## src/rtl/alu_pkg.sv

```systemverilog
// Shared opcode map, shifter mode codes and FSM state type for the multi-cycle ALU.
package alu_pkg;

    localparam logic [3:0] OP_FWD  = 4'd0;
    localparam logic [3:0] OP_ADD  = 4'd1;
    localparam logic [3:0] OP_AND  = 4'd2;
    localparam logic [3:0] OP_OR   = 4'd3;
    localparam logic [3:0] OP_MUL  = 4'd4;
    localparam logic [3:0] OP_SLL  = 4'd5;
    localparam logic [3:0] OP_SRL  = 4'd6;
    localparam logic [3:0] OP_SRA  = 4'd7;
    localparam logic [3:0] OP_ROR  = 4'd8;
    localparam logic [3:0] OP_LAST = 4'd8;

    localparam logic [1:0] SH_SLL = 2'd0;
    localparam logic [1:0] SH_SRL = 2'd1;
    localparam logic [1:0] SH_SRA = 2'd2;
    localparam logic [1:0] SH_ROR = 2'd3;

    typedef enum logic [1:0] {S_IDLE, S_MUL, S_DONE} state_t;

endpackage

```

## src/rtl/alu_shifter.sv

```systemverilog
// Combinational shifter/rotator with defined results for every shift amount.
module alu_shifter
    import alu_pkg::*;
#(
    parameter int WIDTH = 8
) (
    input  logic [WIDTH-1:0] data,
    input  logic [WIDTH-1:0] amount,
    input  logic [1:0]       mode,
    output logic [WIDTH-1:0] result
);

    localparam int SW = (WIDTH > 1) ? $clog2(WIDTH) : 1;
    localparam logic [WIDTH-1:0] W_VAL = WIDTH'(WIDTH);

    logic          big;
    logic [SW-1:0] sh;
    logic [SW-1:0] rot;

    // Amounts below WIDTH always fit in SW bits, so truncation is safe when !big.
    assign big = (amount >= W_VAL);
    assign sh  = SW'(amount);
    assign rot = SW'(amount % W_VAL);

    always_comb begin
        result = '0;
        case (mode)
            SH_SLL: result = big ? '0 : (data << sh);
            SH_SRL: result = big ? '0 : (data >> sh);
            SH_SRA: result = big ? {WIDTH{data[WIDTH-1]}} : WIDTH'($signed(data) >>> sh);
            default: result = WIDTH'({data, data} >> rot);
        endcase
    end

endmodule

```

## src/rtl/alu_mc.sv

```systemverilog
// Multi-cycle ALU: registered single-cycle ops, radix-2 shift-add multiplier, valid/ready on both sides.
// Handshake: a transfer happens on a rising edge where valid && ready; valid never depends on ready.
module alu_mc
    import alu_pkg::*;
#(
    parameter int WIDTH = 8,
    parameter int SHW   = $clog2(WIDTH) + 1
) (
    input  logic             CLK,
    input  logic             RESET,
    input  logic             IN_VALID,
    output logic             IN_READY,
    input  logic [WIDTH-1:0] DATA1,
    input  logic [WIDTH-1:0] DATA2,
    input  logic [3:0]       SELECT,
    output logic             OUT_VALID,
    input  logic             OUT_READY,
    output logic [WIDTH-1:0] RESULT,
    output logic             ZERO,
    output logic             CARRY,
    output logic             OVF,
    output logic             ILLEGAL,
    output logic [1:0]       DBG_STATE
);

    state_t           state_q, state_d;
    logic [WIDTH-1:0] mcand_q, mcand_d;
    logic [WIDTH-1:0] mplier_q, mplier_d;
    logic [WIDTH-1:0] acc_q, acc_d;
    logic [SHW-1:0]   cnt_q, cnt_d;
    logic [WIDTH-1:0] result_q, result_d;
    logic             out_valid_q, out_valid_d;
    logic             zero_q, zero_d;
    logic             carry_q, carry_d;
    logic             ovf_q, ovf_d;
    logic             illegal_q, illegal_d;

    logic             in_ready;
    logic             accept;
    logic             take;
    logic [1:0]       shift_mode;
    logic [WIDTH-1:0] shift_res;
    logic [WIDTH:0]   sum;
    logic [WIDTH-1:0] op_res;
    logic             op_carry, op_ovf, op_ill;
    logic [WIDTH-1:0] acc_step;
    logic             mul_last;

    assign in_ready = (state_q == S_IDLE) || ((state_q == S_DONE) && OUT_READY);
    assign accept   = IN_VALID && in_ready;
    assign take     = out_valid_q && OUT_READY;

    always_comb begin
        shift_mode = SH_SLL;
        case (SELECT)
            OP_SRL:  shift_mode = SH_SRL;
            OP_SRA:  shift_mode = SH_SRA;
            OP_ROR:  shift_mode = SH_ROR;
            default: shift_mode = SH_SLL;
        endcase
    end

    alu_shifter #(.WIDTH(WIDTH)) u_shifter (
        .data   (DATA1),
        .amount (DATA2),
        .mode   (shift_mode),
        .result (shift_res)
    );

    // Single-cycle ops are evaluated straight from the inputs and land in the output register at accept.
    always_comb begin
        sum      = {1'b0, DATA1} + {1'b0, DATA2};
        op_res   = '0;
        op_carry = 1'b0;
        op_ovf   = 1'b0;
        op_ill   = 1'b0;
        case (SELECT)
            OP_FWD: op_res = DATA2;
            OP_ADD: begin
                op_res   = sum[WIDTH-1:0];
                op_carry = sum[WIDTH];
                op_ovf   = (DATA1[WIDTH-1] == DATA2[WIDTH-1]) && (sum[WIDTH-1] != DATA1[WIDTH-1]);
            end
            OP_AND: op_res = DATA1 & DATA2;
            OP_OR:  op_res = DATA1 | DATA2;
            OP_MUL: op_res = '0;
            OP_SLL, OP_SRL, OP_SRA, OP_ROR: op_res = shift_res;
            default: op_ill = 1'b1;
        endcase
    end

    // Low WIDTH bits of the unsigned product equal those of the signed product.
    assign acc_step = acc_q + (mplier_q[0] ? mcand_q : '0);
    assign mul_last = (cnt_q == SHW'(WIDTH - 1));

    always_comb begin
        state_d     = state_q;
        mcand_d     = mcand_q;
        mplier_d    = mplier_q;
        acc_d       = acc_q;
        cnt_d       = cnt_q;
        result_d    = result_q;
        out_valid_d = out_valid_q;
        zero_d      = zero_q;
        carry_d     = carry_q;
        ovf_d       = ovf_q;
        illegal_d   = illegal_q;
        case (state_q)
            S_MUL: begin
                acc_d    = acc_step;
                mcand_d  = mcand_q << 1;
                mplier_d = mplier_q >> 1;
                cnt_d    = cnt_q + SHW'(1);
                if (mul_last) begin
                    state_d     = S_DONE;
                    cnt_d       = '0;
                    result_d    = acc_step;
                    zero_d      = (acc_step == '0);
                    carry_d     = 1'b0;
                    ovf_d       = 1'b0;
                    illegal_d   = 1'b0;
                    out_valid_d = 1'b1;
                end
            end
            default: begin
                if (take) begin
                    out_valid_d = 1'b0;
                    state_d     = S_IDLE;
                end
                if (accept) begin
                    if (SELECT == OP_MUL) begin
                        state_d     = S_MUL;
                        mcand_d     = DATA1;
                        mplier_d    = DATA2;
                        acc_d       = '0;
                        cnt_d       = '0;
                        out_valid_d = 1'b0;
                    end else begin
                        state_d     = S_DONE;
                        result_d    = op_res;
                        zero_d      = (op_res == '0);
                        carry_d     = op_carry;
                        ovf_d       = op_ovf;
                        illegal_d   = op_ill;
                        out_valid_d = 1'b1;
                    end
                end
            end
        endcase
    end

    always_ff @(posedge CLK) begin
        if (RESET) begin
            state_q     <= S_IDLE;
            mcand_q     <= '0;
            mplier_q    <= '0;
            acc_q       <= '0;
            cnt_q       <= '0;
            result_q    <= '0;
            out_valid_q <= 1'b0;
            zero_q      <= 1'b0;
            carry_q     <= 1'b0;
            ovf_q       <= 1'b0;
            illegal_q   <= 1'b0;
        end else begin
            state_q     <= state_d;
            mcand_q     <= mcand_d;
            mplier_q    <= mplier_d;
            acc_q       <= acc_d;
            cnt_q       <= cnt_d;
            result_q    <= result_d;
            out_valid_q <= out_valid_d;
            zero_q      <= zero_d;
            carry_q     <= carry_d;
            ovf_q       <= ovf_d;
            illegal_q   <= illegal_d;
        end
    end

    assign IN_READY  = in_ready;
    assign OUT_VALID = out_valid_q;
    assign RESULT    = result_q;
    assign ZERO      = zero_q;
    assign CARRY     = carry_q;
    assign OVF       = ovf_q;
    assign ILLEGAL   = illegal_q;
    assign DBG_STATE = state_q;

endmodule
```

## config.mk

```make
export PLATFORM = sky130hd
export DESIGN_NAME = alu_mc
export DESIGN_NICKNAME = d
export VERILOG_FILES = /design/src/rtl/alu_pkg.sv /design/src/rtl/alu_shifter.sv /design/src/rtl/alu_mc.sv
export SDC_FILE = /design/constraint.sdc
export NUM_CORES = 1
export LEC_CHECK = 0
export ABC_AREA = 1
export CORE_MARGIN = 2
export CORE_UTILIZATION = 58
export DETAILED_ROUTE_END_ITERATION = 10
export MAX_ROUTING_LAYER = met4
export PLACE_DENSITY_LB_ADDON = 0.3
export SYNTH_ARGS = -nofsm -noshare
export SYNTH_HDL_FRONTEND = slang
export SYNTH_SLANG_ARGS = --single-unit
```

## constraint.sdc

```tcl
create_clock -name CLK -period 2.85 [get_ports CLK]
set_input_delay 0.57 -clock CLK [delete_from_list [all_inputs] [get_ports CLK]]
set_output_delay 0.57 -clock CLK [all_outputs]
set_load 0.03 [all_outputs]
```

---- Word-level counts from Yosys, hierarchy flattened ----
Index checks and enable logic that the tools add are counted.
word-level totals
  flip-flop bits (word level) ............. 43
  output and inout port bits .............. 16
  bits in latches ......................... 0
  input bits .............................. 24
  word-level logic and storage cells ...... 111
  memory bits (read-only) ................. 0
  memories ................................ 0
  RAM bits ................................ 0
cells by class
  equality and inequality tests ........... 17
  multiplexer cells ....................... 51
  multiply operators ...................... 0
  div/mod/pow operators ................... 0
  $lt $le $gt $ge ......................... 1
  add/subtract/negate cells ............... 3
  bitwise gates (word level) .............. 2
  shift operators ......................... 4
  reduce and logical (&&, ||, !) cells .... 20
operators with widths
  operator                                             count
  two-way mux 8 bit                                    14
  case mux 8 bit (5 select lines)                      1
  case mux 8 bit (3 select lines)                      1
  two-way mux 1 bit                                    22
  two-way mux 7 bit                                    3
  equality test 4 x 3 -> 1 bit, second input constant  5
  logical NOT 8 bit                                    2
  two-way mux 4 bit                                    4
  >> shifter 16 x 3 -> 8 bit                           1
  two-way mux 2 bit                                    5
  adder 8 x 8 -> 9 bit                                 1
  adder 8 bit                                          1
  bitwise AND 8 bit                                    1
  equality test 4 x 2 -> 1 bit, second input constant  2
  >= comparator 8 x 4 -> 1 bit, second input constant  1
  OR 8 bit                                             1
  OR reduction 8 bit                                   1
  << shifter 8 x 3 -> 8 bit                            1
  >> shifter 8 x 3 -> 8 bit                            1
  >>> shifter 8 x 3 -> 8 bit                           1
  case mux 2 bit (3 select lines)                      1
  AND reduction 2 bit                                  3
  adder 4 x 1 -> 4 bit, second input constant          1
  equality test 2 x 1 -> 1 bit, second input constant  2
  16 further kinds                                     22

---- Depth between registers and ports, before layout ----
  word-level depth ........................ 9
  depth in mapped cells ................... 16
  depth with buffers taken out ............ 15

---- Hierarchy ----
From an unflattened synthesis, not the netlist that was laid out.
unflattened totals
  cells, all modules ...................... 641
  area total of the unflattened synthesis .. 3910.0 µm²
by module, submodules not included
  module       area an instance (µm²)  cells an instance  instances
  alu_mc       3047.9                  467                1
  alu_shifter  862.1                   174                1

---- Worst setup path before layout ----
Ideal clock, no wire load.
  kind .................................... flip-flop to flip-flop
  start point ............................. register mplier_q[0]
  end point ............................... register zero_q (netlist: ZERO)
  required time ........................... 2.780 ns
  path buffers ............................ 1
  library setup time ...................... 0.070 ns
  setup slack ............................. 0.647 ns
  stages on the path, launching flop included .. 15
  clock period less this slack ............ 2.203 ns
  arrival ................................. 2.133 ns
  cells stage by stage .................... dfxtp_1 -> clkbuf_1 -> nand2_1 -> inv_1 -> ha_1 -> fa_1 -> xor2_1 -> or3_1 -> nor3_1 -> nand2_1 -> nor2_1 -> nand2_1 -> nand2_1 -> inv_1 -> a21oi_1
on the way
  cells in the longest elaborated chain, start to end .. 5
RTL lines
  item                      line           source
  start: declaration        alu_mc.sv:28   logic [WIDTH-1:0] mplier_q, mplier_d;
  start signal: assignment  alu_mc.sv:168  mplier_q <= mplier_d;
  two-way mux 8 bit         alu_mc.sv:93   assign acc_step = acc_q + (mplier_q[0] ? mcand_q : '0);
  adder 8 bit               alu_mc.sv:93
  logical NOT 8 bit         alu_mc.sv:118  zero_d = (acc_step == '0);
  two-way mux 1 bit         alu_mc.sv:114  if (mul_last) begin
  two-way mux 1 bit         alu_mc.sv:108  case (state_q)
  end signal: assignment    alu_mc.sv:173  zero_q <= zero_d;
  end: declaration          alu_mc.sv:33   logic zero_q, zero_d;
No other way between the ends. The select of a mux whose other input is x is not followed.
A chain may end at the register's enable or synchronous reset.

---- Worst setup path after layout ----
  start point ............................. input port DATA2[0]
  end point ............................... register zero_q (netlist: ZERO)
on the way
  cells in the longest elaborated chain, start to end .. 8
RTL lines
  item                                                        line                                                     source
  start: declaration                                          alu_mc.sv:14                                             input logic [WIDTH-1:0] DATA2,
  >= comparator 8 x 4 -> 1 bit, or another cell as far along  alu_shifter.sv:21                                        assign big = (amount >= W_VAL);
  two-way mux 8 bit (on tied branches)                        alu_shifter.sv:30, alu_shifter.sv:28, alu_shifter.sv:29
  case mux 8 bit (3 select lines)                             alu_shifter.sv:27                                        case (mode)
  case mux 8 bit (5 select lines) *                           alu_mc.sv:77                                             case (SELECT)
  logical NOT 8 bit *                                         alu_mc.sv:141                                            zero_d = (op_res == '0);
  two-way mux 1 bit *                                         alu_mc.sv:131                                            if (SELECT == OP_MUL) begin
  two-way mux 1 bit *                                         alu_mc.sv:130                                            if (accept) begin
  two-way mux 1 bit *                                         alu_mc.sv:108
Every way passes the cells marked *; elsewhere a longest branch is shown, timed or not. The select of a mux whose other input is x is not followed.

==> metrics <==
Final TNS setup=0 ns; Buf+Inv Stages, Crit Path=1; CTS max path bufs=2; Tot Pwr=1.56 mW; die height=85.2 µm; minimum clock period=2.49 ns; Cell Count Post-Placement=772; num rows=29; RSZ-0062 raised after global routing=no; Synth cell types=40; WL final=12200 µm; routing usage on met3=0.0467; clock-pin slew on the worst setup and hold paths=0.08 ns; worst-skew pair later-pin latency=0.30 ns; Max Clock Freq=402 MHz; post-CTS setup buffer count=0; Antenna diodes=0; Lkg Pwr=2.19 nW; crit end category=register; Power Density=345 nW/µm²; Cell Chain, Critical Path=clkdlybuf4s50_1 > ha_1 > fa_1 > nand3_1 > nand2_1 > o21ai_0 > nand4_1 > a21oi_2 > nand2_1 > nor2_1 > nand3_1 > a21oi_1; CTS Sinks=42; Die X-Extent=85.2 µm; initial core utilization=0.602; # fillers=572; gpl congestion=1.09; core outline area=6350 µm²; cts hold-fix bufs=0; Mapped Cells=651; run status=completed; Slew HR=0.728; VDD IR max=0.362 mV; cts repair resizes=0; port bufs=39; Worst EP arrival=2.72 ns; top post-synthesis cells by area=nand2_1 (22%), dfxtp_1 (22%), ha_1 (8.2%); Setup CP Type=input pin to register; GR peak layer=met2; Yosys top cell by area=nand2_1; Crit-path slowest cell=clkdlybuf4s50_1; Worst Path Required=3.08 ns; Crit path max-delay family=adder cells; Yosys warnings=0; worst-path fanout max=4; final setup violation count=0; final clock skew=0.0106 ns; flops & latches, synth=42; Ports=40; number of vias per cell=5.79; Mapped Nets=702; DP Wirelength=9660 µm; Max stage delay on crit path=0.48 ns; prevailing post-synth register cell=dfxtp_1; Layout area overhead=18.4%; DRT iter0 DRCs=298; max-slew violations=0; final hold viol count=0; met1 Track Usage GR=0.413; Synth async-reset ratio=0; CTS tree=built; Post-Layout Cell Count=779; top-area cell type share of the netlist area=0.222; worst setup margin=0.363 ns; layout cells sized above 1=0.0755; Final nets=753; CTS buffer count=5; Seq/Total Area, Yosys=0.220; total congestion overflow=0; Final Cycle Share=0.873; Syn Std Cell Area=3820 µm²; Routed Antenna Nets=0; Max H-tree Level=2; min-delay worst type=register to register; number of global-route vias before repair=4286; GRT Total Usage=0.355; Residual DRC=0; Startpoint Class=input pin; first-pass GRT wire length=20000 µm; via count=4511; Worst Max-Slew Pin Slew=0.407 ns; Root Driver=clkbuf_8; Post-synth EDFFs=0; max_cap viols=0; routing usage on met2=0.599; initial antenna violation count=0; pin count of the biggest net entering global routing=31; die area=7260 µm²; post-synthesis average cell area=5.87 µm²; number of iterations in the first detailed-routing pass=5; Setup WS pre-CTS=0.0619 ns; wire length per cell=15.7 µm
-- Yosys cell counts, drive strengths merged (5+ instances only) --
master	instances
ha	25
nand2	228
nor2	61
nor3	7
clkbuf	14
o211ai	5
nand3	63
o21ai	22
inv	72
nand4	6
a21oi	36
a31oi	19
dfxtp	42
xor2	6
or2	7
buf	10
-- layer usage --
metal,part of all wire,wire (µm),vias up
met5,0,0,-
met4,0.048,583,0
met3,0.070,858,48
met2,0.48,5880,206
met1,0.40,4890,2032
li1,-,-,2225
-- worst register-to-register path, delay by kind of cell (launching register included) --
kind            cells  cell delay, ns
fa+ha+maj           2            0.61
xor+xnor            1            0.19
compound gates      1            0.13
flops               1            0.40
simple gates        7            0.86
buf+inv             2            0.10
-- layout by cell type, fill, tap and decap left out, drive strengths merged --
cell	n
a211oi	3
a21o	1
a21oi	36
a22oi	2
a31oi	19
a32o	1
and2	2
buf	29
bufinv	1
clkbuf	6
clkdlybuf4s50	39
dfxtp	42
fa	2
ha	25
inv	72
nand2	228
nand3	63
nand3b	1
nand4	6
nor2	61
nor3	7
o2111ai	3
o211ai	5
o21a	2
o21ai	22
o21bai	3
o22ai	2
o2bb2ai	1
o31a	1
or2	7
or3	1
xnor2	3
xor2	6
-- cells by family (layout without fill, tap and decap cells) --
logic type,count (synthesis),after routing,synth area share
AO/OA/AOI/OAI,101,101,0.157
XOR/XNOR,9,9,0.0206
adder cells (fa/ha/maj),27,27,0.0923
buffers and inverters,96,147,0.101
flip-flops,42,42,0.220
AND/OR/NAND/NOR,376,376,0.409
-- registers in the layout (all words and copies together) (netlist names) --
signal,count
CARRY,1
ZERO,1
RESULT,8
mplier_q,8
ILLEGAL,1
acc_q,8
mcand_q,8
cnt_q,4
DBG_STATE,1
OVF,1
OUT_VALID,1
-- final timing paths --
check	from	end	slack, ns	depth (start not counted)
max	DATA2[0]	ZERO	0.36	12
min	acc_q[6]	acc_q[6]	0.48	2
max reg2reg	mplier_q[0]	ZERO	0.49	13
min reg2reg	acc_q[6]	acc_q[6]	0.48	2
-- metrics by stage --
stage	util	hold WS [ns]	area, µm²
after CTS	0.713	0.476	4530
final	0.713	0.477	4530
after global placement	0.695	0.456	4410
after detailed placement	0.695	0.463	4410
after floorplan	-	0.445	3820
after global routing	0.713	0.497	4530
-- where the power goes --
part | switching, mW | internal, mW | total [mW] | leakage [nW]
Clock | 0.208 | 0.281 | 0.488 | 0.0573
Combinational | 0.284 | 0.174 | 0.458 | 1.79
Sequential | 0.0114 | 0.603 | 0.615 | 0.341
-- cell type report --
class / instances / area (µm²) / area share
flip-flops and latches: 42 / 841 / 0.186
multi-input cells: 513 / 2600 / 0.574
well taps: 77 / 96.3 / 0.0213
repair buffers: 68 / 608 / 0.134
clock buffers: 6 / 82.6 / 0.0182
clock inverters: 1 / 30.0 / 0.00663
inverters: 72 / 270 / 0.0597
Power figures use the tool's default switching activity.
==> edit, RTL diff (same flow settings) <==
Take the reset off `result_q` and load it in a clocked block of its own.
--- a/src/rtl/alu_mc.sv
+++ b/src/rtl/alu_mc.sv
@@ -157,5 +157,4 @@
             acc_q       <= '0;
             cnt_q       <= '0;
-            result_q    <= '0;
             out_valid_q <= 1'b0;
             zero_q      <= 1'b0;
@@ -169,5 +168,4 @@
             acc_q       <= acc_d;
             cnt_q       <= cnt_d;
-            result_q    <= result_d;
             out_valid_q <= out_valid_d;
             zero_q      <= zero_d;
@@ -176,4 +174,8 @@
             illegal_q   <= illegal_d;
         end
+    end
+
+    always_ff @(posedge CLK) begin
+        result_q <= result_d;
     end
 
Formal check against the unedited RTL: not equivalent (Yosys sat finds a counterexample within 4 cycles, from zero or initial values and one cycle with RESET high).
==> edit against the unedited design <==
Synthesized area hardly changed. Power is 1.5% lower. Routed wire length is 4.8% lower. Sequential power is 3.4% higher. Sequential cell count stayed put. Setup slack worse by 0.13 ns. Design area is 2.0% lower.
==> edit: results (changes against the unedited design) <==
* **yosys warns** 0, unchanged
* **level count of the clock H-tree** 2, unchanged
* **slew margin rel.** 0.314, was 0.728
* **antenna violations before repair** 0, unchanged
* **clock skew** 0.00661 ns, was 0.0106 ns
* **proportion of layout cells with a drive suffix above 1** 0.101, was 0.0755
* **arrival time reported for the critical path endpoint** 2.04 ns, was 2.72 ns
* **Clk pin slew, worst setup/hold paths** 0.08 ns, about the same
* **worst setup path startpoint** OUT_READY, was DATA2[0]
* **vias in the first global route** 4056, was 4286
* **outcome** completed, unchanged
* **number of cells produced by synthesis** 622, was 651
* **WHS Path Cells** 2, unchanged
* **Final Wtd Congestion** 1.01, was 1.09
* **part of the Yosys area used for sequential elements** 0.241, was 0.220
* **Root Buffer** clkbuf_8, unchanged
* **worst min-delay path startpoint** ILLEGAL, was acc_q[6]
* **post-cts sizing count** 0, unchanged
* **Synth Flop Type** dfxtp_1, unchanged
* **Post-Synthesis Net Count** 673, was 702
* **final critical delay including setup and external delays** 2.61 ns, was 2.49 ns
* **largest net degree at the start of global routing** 27, was 31
* **Switching Share** 0.321, was 0.322
* **IO Port Bufs** 39, unchanged
* **antenna diode count** 0, unchanged
* **sequential cell power** 636 uW, was 615 uW
* **clock network power** 463 uW, was 488 uW
* **leakage power summed over all cells** 2.18 nW, was 2.19 nW
* **cell family with most CP delay** buffers and inverters, was adder cells
* **worst-case hold slack** 0.472 ns, was 0.477 ns
* **number of buffers between clock root and the deepest sink** 2, unchanged
* **final wirelength** 11600 microns, was 12200 microns
* **termination of the worst setup path** IN_READY, was ZERO
* **total via count after detailed routing** 4283, was 4511
* **total global routing track utilization** 0.342, was 0.355
* **cell internal pwr** 1.04 mW, was 1.06 mW
* **Post-DP Area** 4330 sq um, was 4410 sq um
* **Post-layout nets** 715, was 753
* **DR iter-0 viols** 321, was 298
* **R2R depth** 14, was 13
* **worst reg2reg startpoint** mplier_q[0], unchanged
* **cell types with the largest area share after synthesis** nand2_1 22%, dfxtp_1 18%, ha_1 8.2%, was nand2_1 22%, dfxtp_1 22%, ha_1 8.2%
* **worst hold-check path type** reg -> reg, unchanged
* **number of standard cells in the layout, taps in and fillers out** 742, was 779
* **register-to-register setup slack** 0.50 ns
* **total instance count after detailed placement** 734, was 772
* **pre-CTS setup slack** -0.0189 ns, was 0.0619 ns
* **hold worst-path end** ILLEGAL, was acc_q[6]
* **Crit Path Max Fanout** 3, was 4
* **IR drop worst, VDD** 0.380 mV, was 0.362 mV
* **top cells by count, synth** 220 x nand2_1, 53 x inv_1, 51 x nor2_1, was 226 x nand2_1, 69 x inv_1, 62 x nand3_1
* **Post-synth EDFFs** 8, was 0
* **source-to-sink clock delay at the later pin of the worst-skew pair** 0.30 ns, about the same
* **first-pass GRT wire length** 19200 microns, was 20000 microns
* **number of unique standard cell types used by synthesis** 40, unchanged
* **placed wire-length estimate after detailed placement** 8990 microns, was 9660 microns
* **critical path's largest stage delay** 0.70 ns, was 0.48 ns
edit: layout make-up:
cell class / instances / area, sq um
inverters: 64 / 246
fillers: 531 / 1910
clock inverters: 3 / 40.0
repair buffers: 59 / 541
clock buffers: 5 / 68.8
flip-flops and latches: 42 / 921
well taps: 77 / 96.3
multi-input cells: 492 / 2520
edit: cell families (layout without fill, tap and decap cells):
family,after synthesis,count (layout),share of synthesized area
simple gates,358,358,0.401
fa+ha+maj,27,27,0.0923
flops,42,42,0.241
xor+xnor,9,9,0.0206
compound gates,98,98,0.146
buf+inv,88,131,0.0985
edit: layer usage:
layer  share of wire  routed length, microns  global-route usage  up-vias
met5               0                       0                   -        -
met4           0.041                     474               0.143        0
met3           0.057                     662              0.0486       44
met2            0.50                    5770               0.592      184
met1            0.41                    4730               0.396     1951
li1                -                       -                   -     2104
edit: tightest hold or removal path: stages (launching register included):
cell and delay (ns):
dfxtp_1 0.32, nand2_1 0.06, a21oi_1 0.05
